$ cat config.mk
export PLATFORM = sky130hd
export DESIGN_NAME = seq_divider
export DESIGN_NICKNAME = d
export VERILOG_FILES = /design/src/rtl/seq_divider.sv
export SDC_FILE = /design/constraint.sdc
export NUM_CORES = 1
export LEC_CHECK = 0
export ABC_CLOCK_PERIOD_IN_PS = 6700
export CORE_UTILIZATION = 42
export CTS_CLUSTER_SIZE = 12
export DETAILED_ROUTE_END_ITERATION = 7
export GPL_TIMING_DRIVEN = 0
export PLACE_DENSITY_LB_ADDON = 0.3
export SYNTH_ARGS = -nofsm -noshare
export SYNTH_HDL_FRONTEND = slang
export SYNTH_SLANG_ARGS = --single-unit
$ cat constraint.sdc
create_clock -name clk -period 6.7 [get_ports clk]
set_input_delay 1.675 -clock clk [delete_from_list [all_inputs] [get_ports clk]]
set_output_delay 1.675 -clock clk [all_outputs]
set_load 0.02 [all_outputs]
$ cat src/rtl/seq_divider.sv
// Multi-cycle restoring divider: one quotient bit per clock, start/busy/done handshake.
// Define SEQ_DIVIDER_SIGNED_EN for two's-complement operands (truncating division).
module seq_divider #(
  parameter int unsigned BUS_SIZE = 8
) (
  input  logic                clk,
  input  logic                rst_n,
  input  logic                start,
  input  logic [BUS_SIZE-1:0] dividend,
  input  logic [BUS_SIZE-1:0] divisor,
  output logic                busy,
  output logic                done,
  output logic [BUS_SIZE-1:0] quotient,
  output logic [BUS_SIZE-1:0] remainder,
  output logic                div_by_zero
);

  localparam int unsigned W  = BUS_SIZE;
  localparam int unsigned RW = BUS_SIZE + 1;
  localparam int unsigned CW = $clog2(BUS_SIZE + 1);

  typedef enum logic [1:0] {
    IDLE = 2'd0,
    RUN  = 2'd1,
    DONE = 2'd2
  } state_e;

  state_e          state_q;
  logic [W-1:0]    q_q;
  logic [W-1:0]    r_q;
  logic [W-1:0]    dvs_q;
  logic [CW-1:0]   cnt_q;
  logic            busy_q;
  logic            done_q;
  logic [W-1:0]    quo_q;
  logic [W-1:0]    rem_q;
  logic            dbz_q;

  logic [RW-1:0]   r_shift;
  logic [RW-1:0]   sub_b;
  logic [RW:0]     carry;
  logic [W-1:0]    t_diff;
  logic            no_borrow;
  logic [W-1:0]    r_d;
  logic [W-1:0]    q_d;
  logic [CW-1:0]   cnt_d;
  logic            last_c;

  logic [W-1:0]    dnd_mag;
  logic [W-1:0]    dvs_mag;
  logic [W-1:0]    quo_fin;
  logic [W-1:0]    rem_fin;

  // One iteration: shift in the next dividend bit, ripple-subtract the divisor.
  // The stored remainder is always below the divisor, so only the shifted form needs RW bits.
  always_comb begin
    r_shift = {r_q, q_q[W-1]};
    sub_b   = ~{1'b0, dvs_q};
    carry   = '0;
    carry[0] = 1'b1;
    t_diff  = '0;
    for (int i = 0; i < RW; i++) begin
      carry[i+1] = (r_shift[i] & sub_b[i]) | (carry[i] & (r_shift[i] ^ sub_b[i]));
    end
    for (int i = 0; i < W; i++) begin
      t_diff[i] = r_shift[i] ^ sub_b[i] ^ carry[i];
    end
    no_borrow = carry[RW];
    r_d       = no_borrow ? t_diff : r_shift[W-1:0];
    q_d       = {q_q[W-2:0], no_borrow};
    cnt_d     = cnt_q + CW'(1);
    last_c    = (cnt_d == CW'(BUS_SIZE));
  end

`ifdef SEQ_DIVIDER_SIGNED_EN
  logic neg_q_q;
  logic neg_r_q;

  // Core sees magnitudes; signs are re-applied when the result is captured.
  always_comb begin
    dnd_mag = dividend[W-1] ? (~dividend + W'(1)) : dividend;
    dvs_mag = divisor[W-1]  ? (~divisor + W'(1))  : divisor;
    quo_fin = neg_q_q ? (~q_d + W'(1)) : q_d;
    rem_fin = neg_r_q ? (~r_d + W'(1)) : r_d;
  end

  always_ff @(posedge clk or negedge rst_n) begin
    if (!rst_n) begin
      neg_q_q <= 1'b0;
      neg_r_q <= 1'b0;
    end else if (state_q == IDLE && start && divisor != '0) begin
      neg_q_q <= dividend[W-1] ^ divisor[W-1];
      neg_r_q <= dividend[W-1];
    end
  end
`else
  always_comb begin
    dnd_mag = dividend;
    dvs_mag = divisor;
    quo_fin = q_d;
    rem_fin = r_d;
  end
`endif

  // Control FSM; results are written only on the transition into DONE.
  always_ff @(posedge clk or negedge rst_n) begin
    if (!rst_n) begin
      state_q <= IDLE;
      q_q     <= '0;
      r_q     <= '0;
      dvs_q   <= '0;
      cnt_q   <= '0;
      busy_q  <= 1'b0;
      done_q  <= 1'b0;
      quo_q   <= '0;
      rem_q   <= '0;
      dbz_q   <= 1'b0;
    end else begin
      case (state_q)
        IDLE: begin
          if (start) begin
            if (divisor == '0) begin
              quo_q   <= '1;
              rem_q   <= dividend;
              dbz_q   <= 1'b1;
              done_q  <= 1'b1;
              state_q <= DONE;
            end else begin
              q_q     <= dnd_mag;
              dvs_q   <= dvs_mag;
              r_q     <= '0;
              cnt_q   <= '0;
              dbz_q   <= 1'b0;
              busy_q  <= 1'b1;
              state_q <= RUN;
            end
          end
        end
        RUN: begin
          q_q   <= q_d;
          r_q   <= r_d;
          cnt_q <= cnt_d;
          if (last_c) begin
            busy_q  <= 1'b0;
            done_q  <= 1'b1;
            quo_q   <= quo_fin;
            rem_q   <= rem_fin;
            state_q <= DONE;
          end
        end
        DONE: begin
          done_q  <= 1'b0;
          state_q <= IDLE;
        end
        default: state_q <= IDLE;
      endcase
    end
  end

  assign busy        = busy_q;
  assign done        = done_q;
  assign quotient    = quo_q;
  assign remainder   = rem_q;
  assign div_by_zero = dbz_q;

endmodule

==> flow_metrics.env <==
export IMPL_status="complete, no violations"
export IMPL_multi_input_area_um2=1110
export IMPL_seqCellArea_um2=1230
export IMPL_post_drt_wl_per_cell_um=15.2
export IMPL_p_leak_nw=1.34
export IMPL_cp_required_ps=6900
export IMPL_hold_violations=0
export IMPL_critPathMaxStageDelay_ps=470
export IMPL_synth_area_leaders="dfrtp_1 (50%), fa_1 (5.7%), mux2_2 (5.1%)"
export IMPL_antennaDiodeCount=0
export IMPL_final_nets=286
export IMPL_hpwlAfterDp_um=3710
export IMPL_drv_slew=0
export IMPL_p_seq_share_pct=34.5
export IMPL_finalNonFillerCells=331
export IMPL_dieArea_um2=6120
export IMPL_insertion_delay_ps=310
export IMPL_crit_buf_inv=2
export IMPL_hold_buffers=0
export IMPL_clk_pin_slew_ps=100
export IMPL_synth_cell_types=44
export IMPL_fin_setup_tns_ps=0
export IMPL_ant_nets=0
export IMPL_netSwitchingFraction_pct=40.4
export IMPL_pin_count=38
export IMPL_antenna_found_initial=0
export IMPL_crit_top_cell="fa_1"
export IMPL_synth_warnings=0
export IMPL_hp_class="flip-flop to flip-flop"
export IMPL_root_buffer="clkbuf_8"
export IMPL_crit_chain="inv_1, ha_1, fa_1, fa_1, fa_1, fa_1, fa_1, fa_1, fa_1, nand2b_1, clkbuf_1, and2_1, o31ai_1, mux2_2"
export IMPL_finalSetupViolCount=0
export IMPL_cts_setup_buffers=0
export IMPL_syn2layout_area_growth_pct=23.0
export IMPL_fin_worst_skew_ps=9.36
export IMPL_cp_slowest_cell="fa_1"
export IMPL_rsz0062_at_grt="false"
export IMPL_ys_flop_type="dfrtp_1"
export IMPL_port_buffers=37
export IMPL_netlist_area_leader_share_pct=50.2
export IMPL_grt_pass1_wl_um=8440
export IMPL_period_needed_ps=4660
export IMPL_synth_area_um2=2440
export IMPL_start_kind="flip-flop"
export IMPL_clk_path_buf_depth=2
export IMPL_drive_above_1_share_pct=14.7
export IMPL_wl_um=5040
export IMPL_via_count=1707
export IMPL_synthesis_nets=241
export IMPL_dieHeight_um=78.2
export IMPL_cts_made_buffers=5
export IMPL_final_common_cell="dfrtp_1"
export IMPL_grt_overflow=0
export IMPL_track_usage_pct=18.0
export IMPL_endpoint_kind="flip-flop"
export IMPL_peakVddDrop_v=0.000264
export IMPL_avgSynthCellArea_um2=11.5
export IMPL_syn_inst=213
export IMPL_power_switching_mw=0.648
export IMPL_cap_violations=0
export IMPL_first_iter_violations=85
export IMPL_slew_headroom_pct=60.2
export IMPL_crit_family="adder cells"
export IMPL_grt_pass1_vias=1723
export IMPL_synth_seq_cells=49
export IMPL_clkPwrFrac_pct=10.9
export IMPL_chipWidth_um=78.2
export IMPL_path_max_fanout=10
export IMPL_post_route_period_util_pct=69.6
export IMPL_dr_pass1_iters=4
export IMPL_core_area_um2=5540
export IMPL_nFillCells=506
export IMPL_reg2reg_slack_ps=2040
export IMPL_synth_top_area_cell="dfrtp_1"
export IMPL_cp_arrival_ps=4860
export IMPL_power_internal_mw=0.957
export IMPL_async_flop_share_pct=100
export IMPL_cts_resized=0
export IMPL_tightestPinTransition_ps=596
export IMPL_drc=0
export IMPL_critPathKind="flip-flop to flip-flop"
export IMPL_seq_area_frac_synth_pct=50.2
export IMPL_rows=27
export IMPL_start_util_pct=44.1
export IMPL_cts_tree="yes"
export IMPL_h_tree_depth=2
export IMPL_synth_edf_count=0
export IMPL_viasPerCell=5.16
export IMPL_placed_cells=323
export IMPL_grt_max_degree=33
export IMPL_layout_common_cells="dfrtp_1 (49), clkdlybuf4s50_1 (36), nand2_1 (28)"
export IMPL_clkSinkCount=49
export IMPL_powerDensity_nw_per_um2=534
export IMPL_combPwrFrac_pct=54.7
export IMPL_gp_congestion=0.803
export IMPL_max_freq_ghz=0.214
[flip-flops by register name, summed over array words and instances (netlist names)]
| name | count |
|---|---|
| busy | 1 |
| cnt_q | 4 |
| div_by_zero | 1 |
| done | 1 |
| dvs_q | 8 |
| q_q | 8 |
| quotient | 8 |
| r_q | 8 |
| remainder | 8 |
| state_q | 2 |
[cell families (layout without fill, tap and decap cells)]
group | after synthesis | count (layout) | share of synthesized area, %
and+or+nand+nor | 61 | 61 | 12.8
DFF | 49 | 49 | 50.2
AOI/OAI and AO/OA | 46 | 46 | 14.0
muxes | 24 | 24 | 11.9
buffers and inverters | 24 | 70 | 4.36
adders and majority gates | 9 | 9 | 6.77
[per-layer routing]
layer / vias up / global-route usage [%] / part of all wire, %
li1: 830 / - / -
met1: 834 / 25.6 / 50
met4: 0 / 5.00 / 0.68
met5: - / 0 / 0
met3: 4 / 3.14 / 3.6
met2: 39 / 28.2 / 45
[worst paths after layout]
check                       startpoint           end  depth (start not counted)
setup / recovery                q_q[7]  remainder[6]                         14
hold / removal             quotient[4]   quotient[4]                          1
setup reg to reg                q_q[7]  remainder[6]                         14
hold reg to reg            quotient[4]   quotient[4]                          1
max in group asynchronous        rst_n        r_q[2]                          2
min in group asynchronous        rst_n   quotient[2]                          1
[layout make-up]
class,count,area share (%)
buffer,10,1.79
clock buffer,5,2.29
clock inverter,3,0.583
inverter,14,1.75
multi-input combinational,140,36.9
sequential,49,40.8
tap,72,3.00
timing repair buffer,38,12.8
[synth_stat cells (all sizes together), types with 3 or more instances]
master	n
fa	7
dfrtp	49
clkbuf	5
nor2b	4
mux2i	5
a211oi	4
inv	14
o22a	8
o31ai	3
nor3b	7
a21o	5
mux2	19
nand2	29
nor2	8
buf	5
and2	4
o21ai	3
nand2b	3
a21oi	8
[power groups by stage]
stage	registers (mW)	clock network [mW]	logic, mW
after floorplan	0.599	0	0.558
after global placement	0.553	0	0.856
after detailed placement	0.560	0	0.879
after CTS	0.554	0.177	0.883
after global routing	0.574	0.191	0.976
final	0.553	0.174	0.877
[worst register-to-register path: stages (launching register included)]
cell,delay [ps]
dfrtp_1,380
inv_1,50
ha_1,200
fa_1,380
fa_1,380
fa_1,390
fa_1,410
fa_1,410
fa_1,410
fa_1,480
nand2b_1,160
clkbuf_1,360
and2_1,220
o31ai_1,70
mux2_2,260
[per-stage QoR]
stage / total power, mW / cell area [um^2] / hold slack [ps] / worst slack (ps) / utilization (%)
4_1_cts: 1.61 / 3000 / 498 / 2060 / 54.2
3_5_place_dp: 1.44 / 2920 / 476 / 2060 / 52.6
2_1_floorplan: 1.16 / 2440 / 473 / 2450 / -
5_1_grt: 1.74 / 3000 / 523 / 1770 / 54.2
3_3_place_gp: 1.41 / 2900 / 470 / 2090 / 52.4
6_report: 1.60 / 3000 / 495 / 2040 / 54.2
(Power assumes the default switching activity.)
